==> src/rtl/ck_pkg.sv <==
// Shared constants and helpers for the CSA control-word generator and its checker.
package ck_pkg;

  localparam int unsigned AXI_DATA_WIDTH    = 32;
  localparam int unsigned CSA_CALC_IN_WIDTH = 40;
  localparam int unsigned CYPHER_DATA_WIDTH = 64;
  localparam int unsigned CB_SIG_BYTES      = 6;
  localparam int unsigned ERR_WIDTH         = 3;

  // Byte-XOR constants applied to each significant cb byte.
  localparam logic [7:0] CK_K0 = 8'hB5;
  localparam logic [7:0] CK_K1 = 8'h93;
  localparam logic [7:0] CK_K2 = 8'h5E;
  localparam logic [7:0] CK_K3 = 8'hD6;
  localparam logic [7:0] CK_K4 = 8'hB0;
  localparam logic [7:0] CK_K5 = 8'hD7;

  localparam logic [7:0] CK_K [CB_SIG_BYTES] = '{CK_K0, CK_K1, CK_K2, CK_K3, CK_K4, CK_K5};

  // CK byte that carries cb byte j; bytes 3 and 7 are checksums.
  localparam logic [2:0] CK_SRC [CB_SIG_BYTES] = '{3'd0, 3'd1, 3'd2, 3'd4, 3'd5, 3'd6};

  // Error-code bit positions.
  localparam int unsigned ERR_B3 = 0;
  localparam int unsigned ERR_B7 = 1;
  localparam int unsigned ERR_B6 = 2;

  // Select byte idx of a CK word.
  function automatic logic [7:0] ck_byte(input logic [CYPHER_DATA_WIDTH-1:0] ck,
                                         input logic [2:0] idx);
    return ck[{idx, 3'b000} +: 8];
  endfunction

endpackage

==> src/rtl/ck_byte_unmix.sv <==
// Undo one generator byte transform: (b - L) ^ K, all mod 256.
module ck_byte_unmix (
  input  logic [7:0] b_i,
  input  logic [7:0] l_i,
  input  logic [7:0] k_i,
  output logic [7:0] y_o
);

  // Subtract the loop byte, then strip the per-byte XOR constant.
  assign y_o = 8'(b_i - l_i) ^ k_i;

endmodule

==> src/rtl/ck_recoverer.sv <==
// Checks CK checksum bytes and recovers the seed (loops==0) or the 48 cb bits (loops!=0).
module ck_recoverer
  import ck_pkg::*;
(
  input  logic                          clk,
  input  logic                          rst,
  input  logic                          s_valid,
  output logic                          s_ready,
  input  logic [CYPHER_DATA_WIDTH-1:0]  s_ck,
  input  logic [AXI_DATA_WIDTH-1:0]     s_loops,
  output logic                          m_valid,
  input  logic                          m_ready,
  output logic [CSA_CALC_IN_WIDTH-1:0]  m_in,
  output logic [CYPHER_DATA_WIDTH-1:0]  m_cb,
  output logic [AXI_DATA_WIDTH-1:0]     m_loops,
  output logic                          m_ok,
  output logic [ERR_WIDTH-1:0]          m_err_code,
  input  logic                          clear_stats,
  output logic [AXI_DATA_WIDTH-1:0]     ok_count,
  output logic [AXI_DATA_WIDTH-1:0]     err_count,
  output logic                          first_err_vld,
  output logic [CYPHER_DATA_WIDTH-1:0]  first_err_ck
);

  localparam logic [AXI_DATA_WIDTH-1:0] CNT_MAX = '1;

  logic                          en_c;
  logic                          s1_vld_q;
  logic [CYPHER_DATA_WIDTH-1:0]  s1_ck_q;
  logic [AXI_DATA_WIDTH-1:0]     s1_loops_q;
  logic [7:0]                    s1_sum_lo_q;
  logic [7:0]                    s1_sum_hi_q;

  logic                          m_valid_q;
  logic [CSA_CALC_IN_WIDTH-1:0]  m_in_q;
  logic [CYPHER_DATA_WIDTH-1:0]  m_cb_q;
  logic [AXI_DATA_WIDTH-1:0]     m_loops_q;
  logic                          m_ok_q;
  logic [ERR_WIDTH-1:0]          m_err_q;
  logic [CYPHER_DATA_WIDTH-1:0]  m_ck_q;

  logic [7:0]                    cb_byte_c [CB_SIG_BYTES];
  logic                          loops_zero_c;
  logic [ERR_WIDTH-1:0]          err_c;
  logic [CSA_CALC_IN_WIDTH-1:0]  in_c;
  logic [CYPHER_DATA_WIDTH-1:0]  cb_c;

  logic [AXI_DATA_WIDTH-1:0]     ok_count_q, ok_count_d;
  logic [AXI_DATA_WIDTH-1:0]     err_count_q, err_count_d;
  logic                          first_err_vld_q, first_err_vld_d;
  logic [CYPHER_DATA_WIDTH-1:0]  first_err_ck_q, first_err_ck_d;

  // Both stages move together whenever the output slot is free or being drained.
  assign en_c    = !m_valid_q || m_ready;
  assign s_ready = en_c;

  // Six byte unmixers recover the significant cb bytes from the S1 word.
  for (genvar j = 0; j < CB_SIG_BYTES; j++) begin : g_unmix
    ck_byte_unmix u_unmix (
      .b_i (ck_byte(s1_ck_q, CK_SRC[j])),
      .l_i (s1_loops_q[7:0]),
      .k_i (CK_K[j]),
      .y_o (cb_byte_c[j])
    );
  end

  // S2 checks and result selection.
  always_comb begin
    loops_zero_c   = (s1_loops_q == '0);
    err_c          = '0;
    err_c[ERR_B3]  = ck_byte(s1_ck_q, 3'd3) != s1_sum_lo_q;
    err_c[ERR_B7]  = ck_byte(s1_ck_q, 3'd7) != s1_sum_hi_q;
    err_c[ERR_B6]  = loops_zero_c && (ck_byte(s1_ck_q, 3'd6) != 8'h00);
    in_c           = '0;
    cb_c           = '0;
    if (loops_zero_c) begin
      in_c = {ck_byte(s1_ck_q, 3'd5), ck_byte(s1_ck_q, 3'd4), ck_byte(s1_ck_q, 3'd2),
              ck_byte(s1_ck_q, 3'd1), ck_byte(s1_ck_q, 3'd0)};
    end else begin
      cb_c = {16'h0000, cb_byte_c[5], cb_byte_c[4], cb_byte_c[3],
              cb_byte_c[2], cb_byte_c[1], cb_byte_c[0]};
    end
  end

  // Two-stage pipeline: S1 captures the word and checksum sums, S2 holds the result.
  always_ff @(posedge clk) begin
    if (rst) begin
      s1_vld_q    <= 1'b0;
      s1_ck_q     <= '0;
      s1_loops_q  <= '0;
      s1_sum_lo_q <= '0;
      s1_sum_hi_q <= '0;
      m_valid_q   <= 1'b0;
      m_in_q      <= '0;
      m_cb_q      <= '0;
      m_loops_q   <= '0;
      m_ok_q      <= 1'b0;
      m_err_q     <= '0;
      m_ck_q      <= '0;
    end else if (en_c) begin
      s1_vld_q    <= s_valid;
      s1_ck_q     <= s_ck;
      s1_loops_q  <= s_loops;
      s1_sum_lo_q <= 8'(ck_byte(s_ck, 3'd0) + ck_byte(s_ck, 3'd1) + ck_byte(s_ck, 3'd2));
      s1_sum_hi_q <= 8'(ck_byte(s_ck, 3'd4) + ck_byte(s_ck, 3'd5) + ck_byte(s_ck, 3'd6));
      m_valid_q   <= s1_vld_q;
      m_in_q      <= in_c;
      m_cb_q      <= cb_c;
      m_loops_q   <= s1_loops_q;
      m_ok_q      <= (err_c == '0);
      m_err_q     <= err_c;
      m_ck_q      <= s1_ck_q;
    end
  end

  // Statistics next-state: clear beats a same-cycle delivery.
  always_comb begin
    ok_count_d      = ok_count_q;
    err_count_d     = err_count_q;
    first_err_vld_d = first_err_vld_q;
    first_err_ck_d  = first_err_ck_q;
    if (clear_stats) begin
      ok_count_d      = '0;
      err_count_d     = '0;
      first_err_vld_d = 1'b0;
      first_err_ck_d  = '0;
    end else if (m_valid_q && m_ready) begin
      if (m_ok_q) begin
        if (ok_count_q != CNT_MAX) ok_count_d = ok_count_q + 32'd1;
      end else begin
        if (err_count_q != CNT_MAX) err_count_d = err_count_q + 32'd1;
        if (!first_err_vld_q) begin
          first_err_vld_d = 1'b1;
          first_err_ck_d  = m_ck_q;
        end
      end
    end
  end

  // Statistics registers.
  always_ff @(posedge clk) begin
    if (rst) begin
      ok_count_q      <= '0;
      err_count_q     <= '0;
      first_err_vld_q <= 1'b0;
      first_err_ck_q  <= '0;
    end else begin
      ok_count_q      <= ok_count_d;
      err_count_q     <= err_count_d;
      first_err_vld_q <= first_err_vld_d;
      first_err_ck_q  <= first_err_ck_d;
    end
  end

  assign m_valid       = m_valid_q;
  assign m_in          = m_in_q;
  assign m_cb          = m_cb_q;
  assign m_loops       = m_loops_q;
  assign m_ok          = m_ok_q;
  assign m_err_code    = m_err_q;
  assign ok_count      = ok_count_q;
  assign err_count     = err_count_q;
  assign first_err_vld = first_err_vld_q;
  assign first_err_ck  = first_err_ck_q;

endmodule
==> config.mk <==
export PLATFORM = sky130hd
export DESIGN_NAME = ck_recoverer
export DESIGN_NICKNAME = d
export VERILOG_FILES = /design/src/rtl/ck_pkg.sv /design/src/rtl/ck_byte_unmix.sv /design/src/rtl/ck_recoverer.sv
export SDC_FILE = /design/constraint.sdc
export NUM_CORES = 1
export LEC_CHECK = 0
export ABC_CLOCK_PERIOD_IN_PS = 2120
export CORE_ASPECT_RATIO = 1.1
export CORE_MARGIN = 2
export CORE_UTILIZATION = 30
export DETAILED_ROUTE_END_ITERATION = 10
export GPL_TIMING_DRIVEN = 1
export MAX_ROUTING_LAYER = met4
export RECOVER_POWER = 50
export SYNTH_ARGS = -nofsm -noshare
export SYNTH_HDL_FRONTEND = slang
export SYNTH_SLANG_ARGS = --single-unit
==> constraint.sdc <==
create_clock -name clk -period 2.12 [get_ports clk]
set_input_delay 0.318 -clock clk [delete_from_list [all_inputs] [get_ports clk]]
set_output_delay 0.318 -clock clk [all_outputs]
set_load 0.01 [all_outputs]
After elaboration in Yosys (flattened, before gate mapping). Cells that the tools add are included.

Add/subtract/negate cells: 12. Equal/unequal tests: 4. Muxes and demuxes: 2. Bitwise logic cells: 8. Reductions and logical operators: 12.

Operator list (count): 32-bit by 1-bit adder with 32-bit output, second input constant (2); 32-bit inequality test, second input constant (2); 48-bit 2-to-1 mux (1); 8-bit subtractor (6); 40-bit 2-to-1 mux (1); 8-bit adder (4); 32-bit logical NOT (1); 8-bit inequality test (2); 5-bit inverter (3); 3-bit AND reduction (3); 8-bit nonzero test (1); 6-bit inverter (1); 4-bit inverter (1); 3-bit logical NOT (1); 3-bit inverter (1); 1-bit logical AND (2); 1-bit inverter (2); 2-bit AND reduction (1); 2-bit OR reduction (1); 1-bit logical NOT (1); 1-bit logical OR (1).

Flip-flop bits (word level): 447. Input bits: 101. Output and inout port bits: 271. Word-level logic and storage cells: 54.

Longest topological paths before layout. Gate-level depths: netlist (run 1).

Depth after elaboration: 3. Mapped depth: 10. Gate-level depth less buffers: 10.

By module. Synthesis (run 1) repeated with hierarchy kept, for this count alone.

Cells, all modules: 2340. Area total of the unflattened synthesis: 19170.9 um^2.

Modules (own cells, without submodules): ck_recoverer (times used 1, cells an instance 2052, area an instance 16911.2 um^2, seq. area each 8628.3 um^2); ck_byte_unmix (times used 6, cells an instance 48, area an instance 376.6 um^2, seq. area each 0.0 um^2).

Worst setup path after synthesis (run 1). Ideal clock, no wire load.

Path kind: reg-to-reg. Start point: reg ok_count_q[0] (netlist: ok_count[0]). End point: reg ok_count_q[26] (netlist: ok_count[26]). Arrival time: 2.352 ns. Required time: 2.049 ns. Slack: -0.303 ns. Stages on the path, launching flop included: 9. Path buffers: 2. Period minus slack after synthesis: 2.423 ns. Path through: dfxtp_1 ha_1 nand2_1 or3_1 buf_2 or4_1 buf_2 or4_1 a21oi_1.

Word-level cells in the longest chain between the ends: 2. Elaborated cells between the ends (all ways): 3. Those cells by class: add/sub (1); eq/ne (1); reduce/logical (1).

RTL lines: start, declared (line ck_recoverer.sv:48) `logic [AXI_DATA_WIDTH-1:0] ok_count_q, ok_count_d;`; start signal, assigned (line ck_recoverer.sv:148) `ok_count_q <= ok_count_d;`; parallel branches: the longest is 2 deep, another holds 32-bit by 1-bit adder with 32-bit output.

Parallel ways; which one is timed is not known. A chain may end at the register's enable or synchronous reset.

Worst setup path in the final report (run 1).
Start point: in s_ck[42]. End point: reg s1_sum_hi_q[7].

Word-level cells in the longest chain between the ends: 2.

RTL lines: start, declared (line ck_recoverer.sv:9) `input logic [CYPHER_DATA_WIDTH-1:0] s_ck,`; 8-bit adder (2 in series) (line ck_recoverer.sv:105) `s1_sum_hi_q <= 8'(ck_byte(s_ck, 3'd4) + ck_byte(s_ck, 3'd5) + ck_byte(s_ck, 3'd6));`; end signal, assigned (line ck_recoverer.sv:105); end, declared (line ck_recoverer.sv:32) `logic [7:0] s1_sum_hi_q;`.

Every way passes these cells.

==> results of run 1 <==
final cells by class:
cell class	count	area [µm²]	area share (%)
Inverter	46	184	0.688
Multi-Input combinational cell	1729	9690	36.3
Clock inverter	17	223	0.833
Timing Repair Buffer	572	5440	20.4
Sequential cell	431	8670	32.4
Tap cell	833	1040	3.90
Clock buffer	73	1480	5.53
per-layer routing:
layer / routed length [µm] / share of wire [%] / vias to the layer above
met1: 30100 / 43 / 8687
met2: 33000 / 48 / 516
met3: 4960 / 7.2 / 87
met5: 0 / 0 / -
met4: 1180 / 1.7 / 0
li1: - / - / 8962
worst paths after layout:
path,startpoint,to,slack (ps),depth (start not counted)
hold reg to reg,m_loops[4],m_loops[4],450,2
hold / removal,s_ck[1],s1_ck_q[1],40,3
setup / recovery,s_ck[42],s1_sum_hi_q[7],40,8
setup reg to reg,ok_count[5],ok_count[27],50,5
worst reg2reg max path: cells and delay by family (launching register included):
family           cells  cell delay, ps
flip-flops           1             350
AND/OR/NAND/NOR      5            1640
power by group:
part	switching [mW]	total, mW	internal, mW
clock network	3.58	8.91	5.33
registers	0.357	8.87	8.51
logic	1.65	3.14	1.49
total	5.59	20.9	15.3
repair_timing:
item	in CTS	in global routing
buffers inserted	1	7
setup endpoints to repair	42	69
cloned	0	1
pin swaps	7	31
gates resized for setup	12	63
kinds of logic after synthesis:
logic type | after synthesis | synth area share [%]
simple gates | 1014 | 23.7
compound gates | 548 | 16.3
flops | 431 | 45.8
buf+inv | 217 | 4.70
fa+ha+maj | 78 | 6.06
xor+xnor | 67 | 3.11
mux | 6 | 0.319
other cells | 1 | 0.0199
per-stage QoR:
step	std cells	worst slack, ps	cell area (µm²)	util (%)
CTS	3694	0.997	26600	42.7
detailed placement	3603	-691	24800	39.9
floorplan	2377	-111	19000	-
global placement	3603	-680	24800	39.9
finish	3701	40.6	26700	43.0
global route	3701	-2.38	26700	43.0
cell usage in the layout, fill, tap and decap left out, types with 42 or more instances in the layout:
cell type	n
nand2_1	679
buf_4	181
clkdlybuf4s50_1	208
inv_1	42
nor2_1	53
clkbuf_16	52
ha_1	47
a21oi_1	378
dlygate4sd3_1	135
nand3_1	91
xnor2_1	50
o21ai_0	51
dfxtp_1	412
registers in the layout (all words and copies together), names as in the netlist, 3 cells and up:
signal / count
first_err_ck: 64
m_ck_q: 64
s1_ck_q: 64
m_cb: 48
m_in: 40
err_count: 32
m_loops: 32
ok_count: 32
s1_loops_q: 32
s1_sum_hi_q: 8
s1_sum_lo_q: 8
m_err_code: 3
==> impl_metrics.json, run 1 <==
{
  "core_um2": 62200,
  "nets": 3008,
  "grt_pass1_vias": 17900,
  "htree_num_levels": 2,
  "crit_slowest_cell": "clkdlybuf4s50_1",
  "leakagePower_nw": 10.4,
  "io_pins": 372,
  "holdBufCountCts": 0,
  "layout-drive-gt1-share_pct": 13.4,
  "tightestPinTransition_ps": 834,
  "initial_utilization_pct": 30.3,
  "die-area_um2": 64800,
  "synth-async-reset-ratio_pct": 0,
  "drt_iter0_drc": 1091,
  "worst_hold_slack_ps": 44.1,
  "busiest_layer": "met2",
  "row_count": 96,
  "critPathBufInv": 1,
  "max_slew_margin_pct": 44.4,
  "status": "completed",
  "grt_pass1_wl_um": 105000,
  "setup-tns-final_ps": 0,
  "worstPathArrival_ps": 2540,
  "hold_class": "input pin to flop",
  "vias_per_cell": 4.93,
  "wl_per_cell_um": 18.7,
  "synth-seq-cells": 431,
  "grt_max_degree": 100,
  "syn_avg_cell_area_um2": 7.98,
  "synth.lib_cells_used.distinct": 55,
  "synth_ff_type": "dfxtp_1",
  "synth_cells": 2362,
  "dieWidth_um": 243,
  "criticalPathCategory": "input pin to flop",
  "crit_required_ps": 2590,
  "grtUsageMet1_pct": 26.5,
  "ys_top_cells_by_count": "680 x nand2_1, 431 x dfxtp_1, 386 x a21oi_1",
  "diodes": 0,
  "finalHoldViolations": 0,
  "setup_viol": 0,
  "remaining_drc_errors": 0,
  "ant_nets": 0,
  "ys_seq_area_share_pct": 45.8,
  "area_growth_pct": 41.9,
  "finalCritPeriodShare_pct": 98.1,
  "worstSkewPairLatency_ps": 600,
  "die-height_um": 267,
  "drv_slew": 0,
  "powerDensity_nw_per_um2": 783,
  "antenna_found_initial": 0,
  "skew_ps": 33.3,
  "maxCapViolations": 0,
  "cp_max_fo": 3,
  "yosysMostFrequentCell": "nand2_1",
  "synth_top_area_share_pct": 45.8,
  "crit_chain": "clkdlybuf4s50_1, fa_2, fa_2, a211oi_2, o21bai_1, a21oi_1, xnor2_1, a21oi_1",
  "port_buffers": 355,
  "vias": 18300,
  "max_stage_delay_ps": 520,
  "fmax_mhz": 481,
  "total_power_mw": 20.9,
  "layout_min_cycle_time_ps": 2080,
  "grt_use_total_pct": 21.3,
  "ctsRootBufferMaster": "clkbuf_16",
  "first_pass_iters": 5,
  "cts.path.max_buffers": 3,
  "n_fill_cell": 6294,
  "path_clk_slew_ps": 60,
  "cts.sinks": 431,
  "synth_enable_flop_cells": 0,
  "ys_warn_count": 0,
  "synthTopCellsByArea": "dfxtp_1 46%, nand2_1 14%, a21oi_1 10%",
  "use_met2_pct": 35.1,
  "syn-cell-area_um2": 18800,
  "cts_made_buffers": 49,
  "cp-start-kind": "input pin",
  "grt_overflow": 0,
  "hpwlAfterDp_um": 51200,
  "wirelength_um": 69300,
  "grt_use_met3_pct": 5.20,
  "yosysTopAreaCell": "dfxtp_1",
  "crit_path_end_kind": "flop",
  "cts_tree": "built",
  "ir_drop_uv": 527,
  "gp_congestion": 0.900,
  "crit_family": "adder cells"
}
Power figures use the tool's default switching activity.
==> run 2, diff against run 1 <==
--- a/config.mk
+++ b/config.mk
@@ -6,6 +6,7 @@
 export NUM_CORES = 1
 export LEC_CHECK = 0
 export ABC_CLOCK_PERIOD_IN_PS = 2120
+export CAP_MARGIN = 10
 export CORE_ASPECT_RATIO = 1.1
 export CORE_MARGIN = 2
 export CORE_UTILIZATION = 30
==> results of run 2 <==
Same layout as run 1: the final DEF is identical, and so are final timing and power.
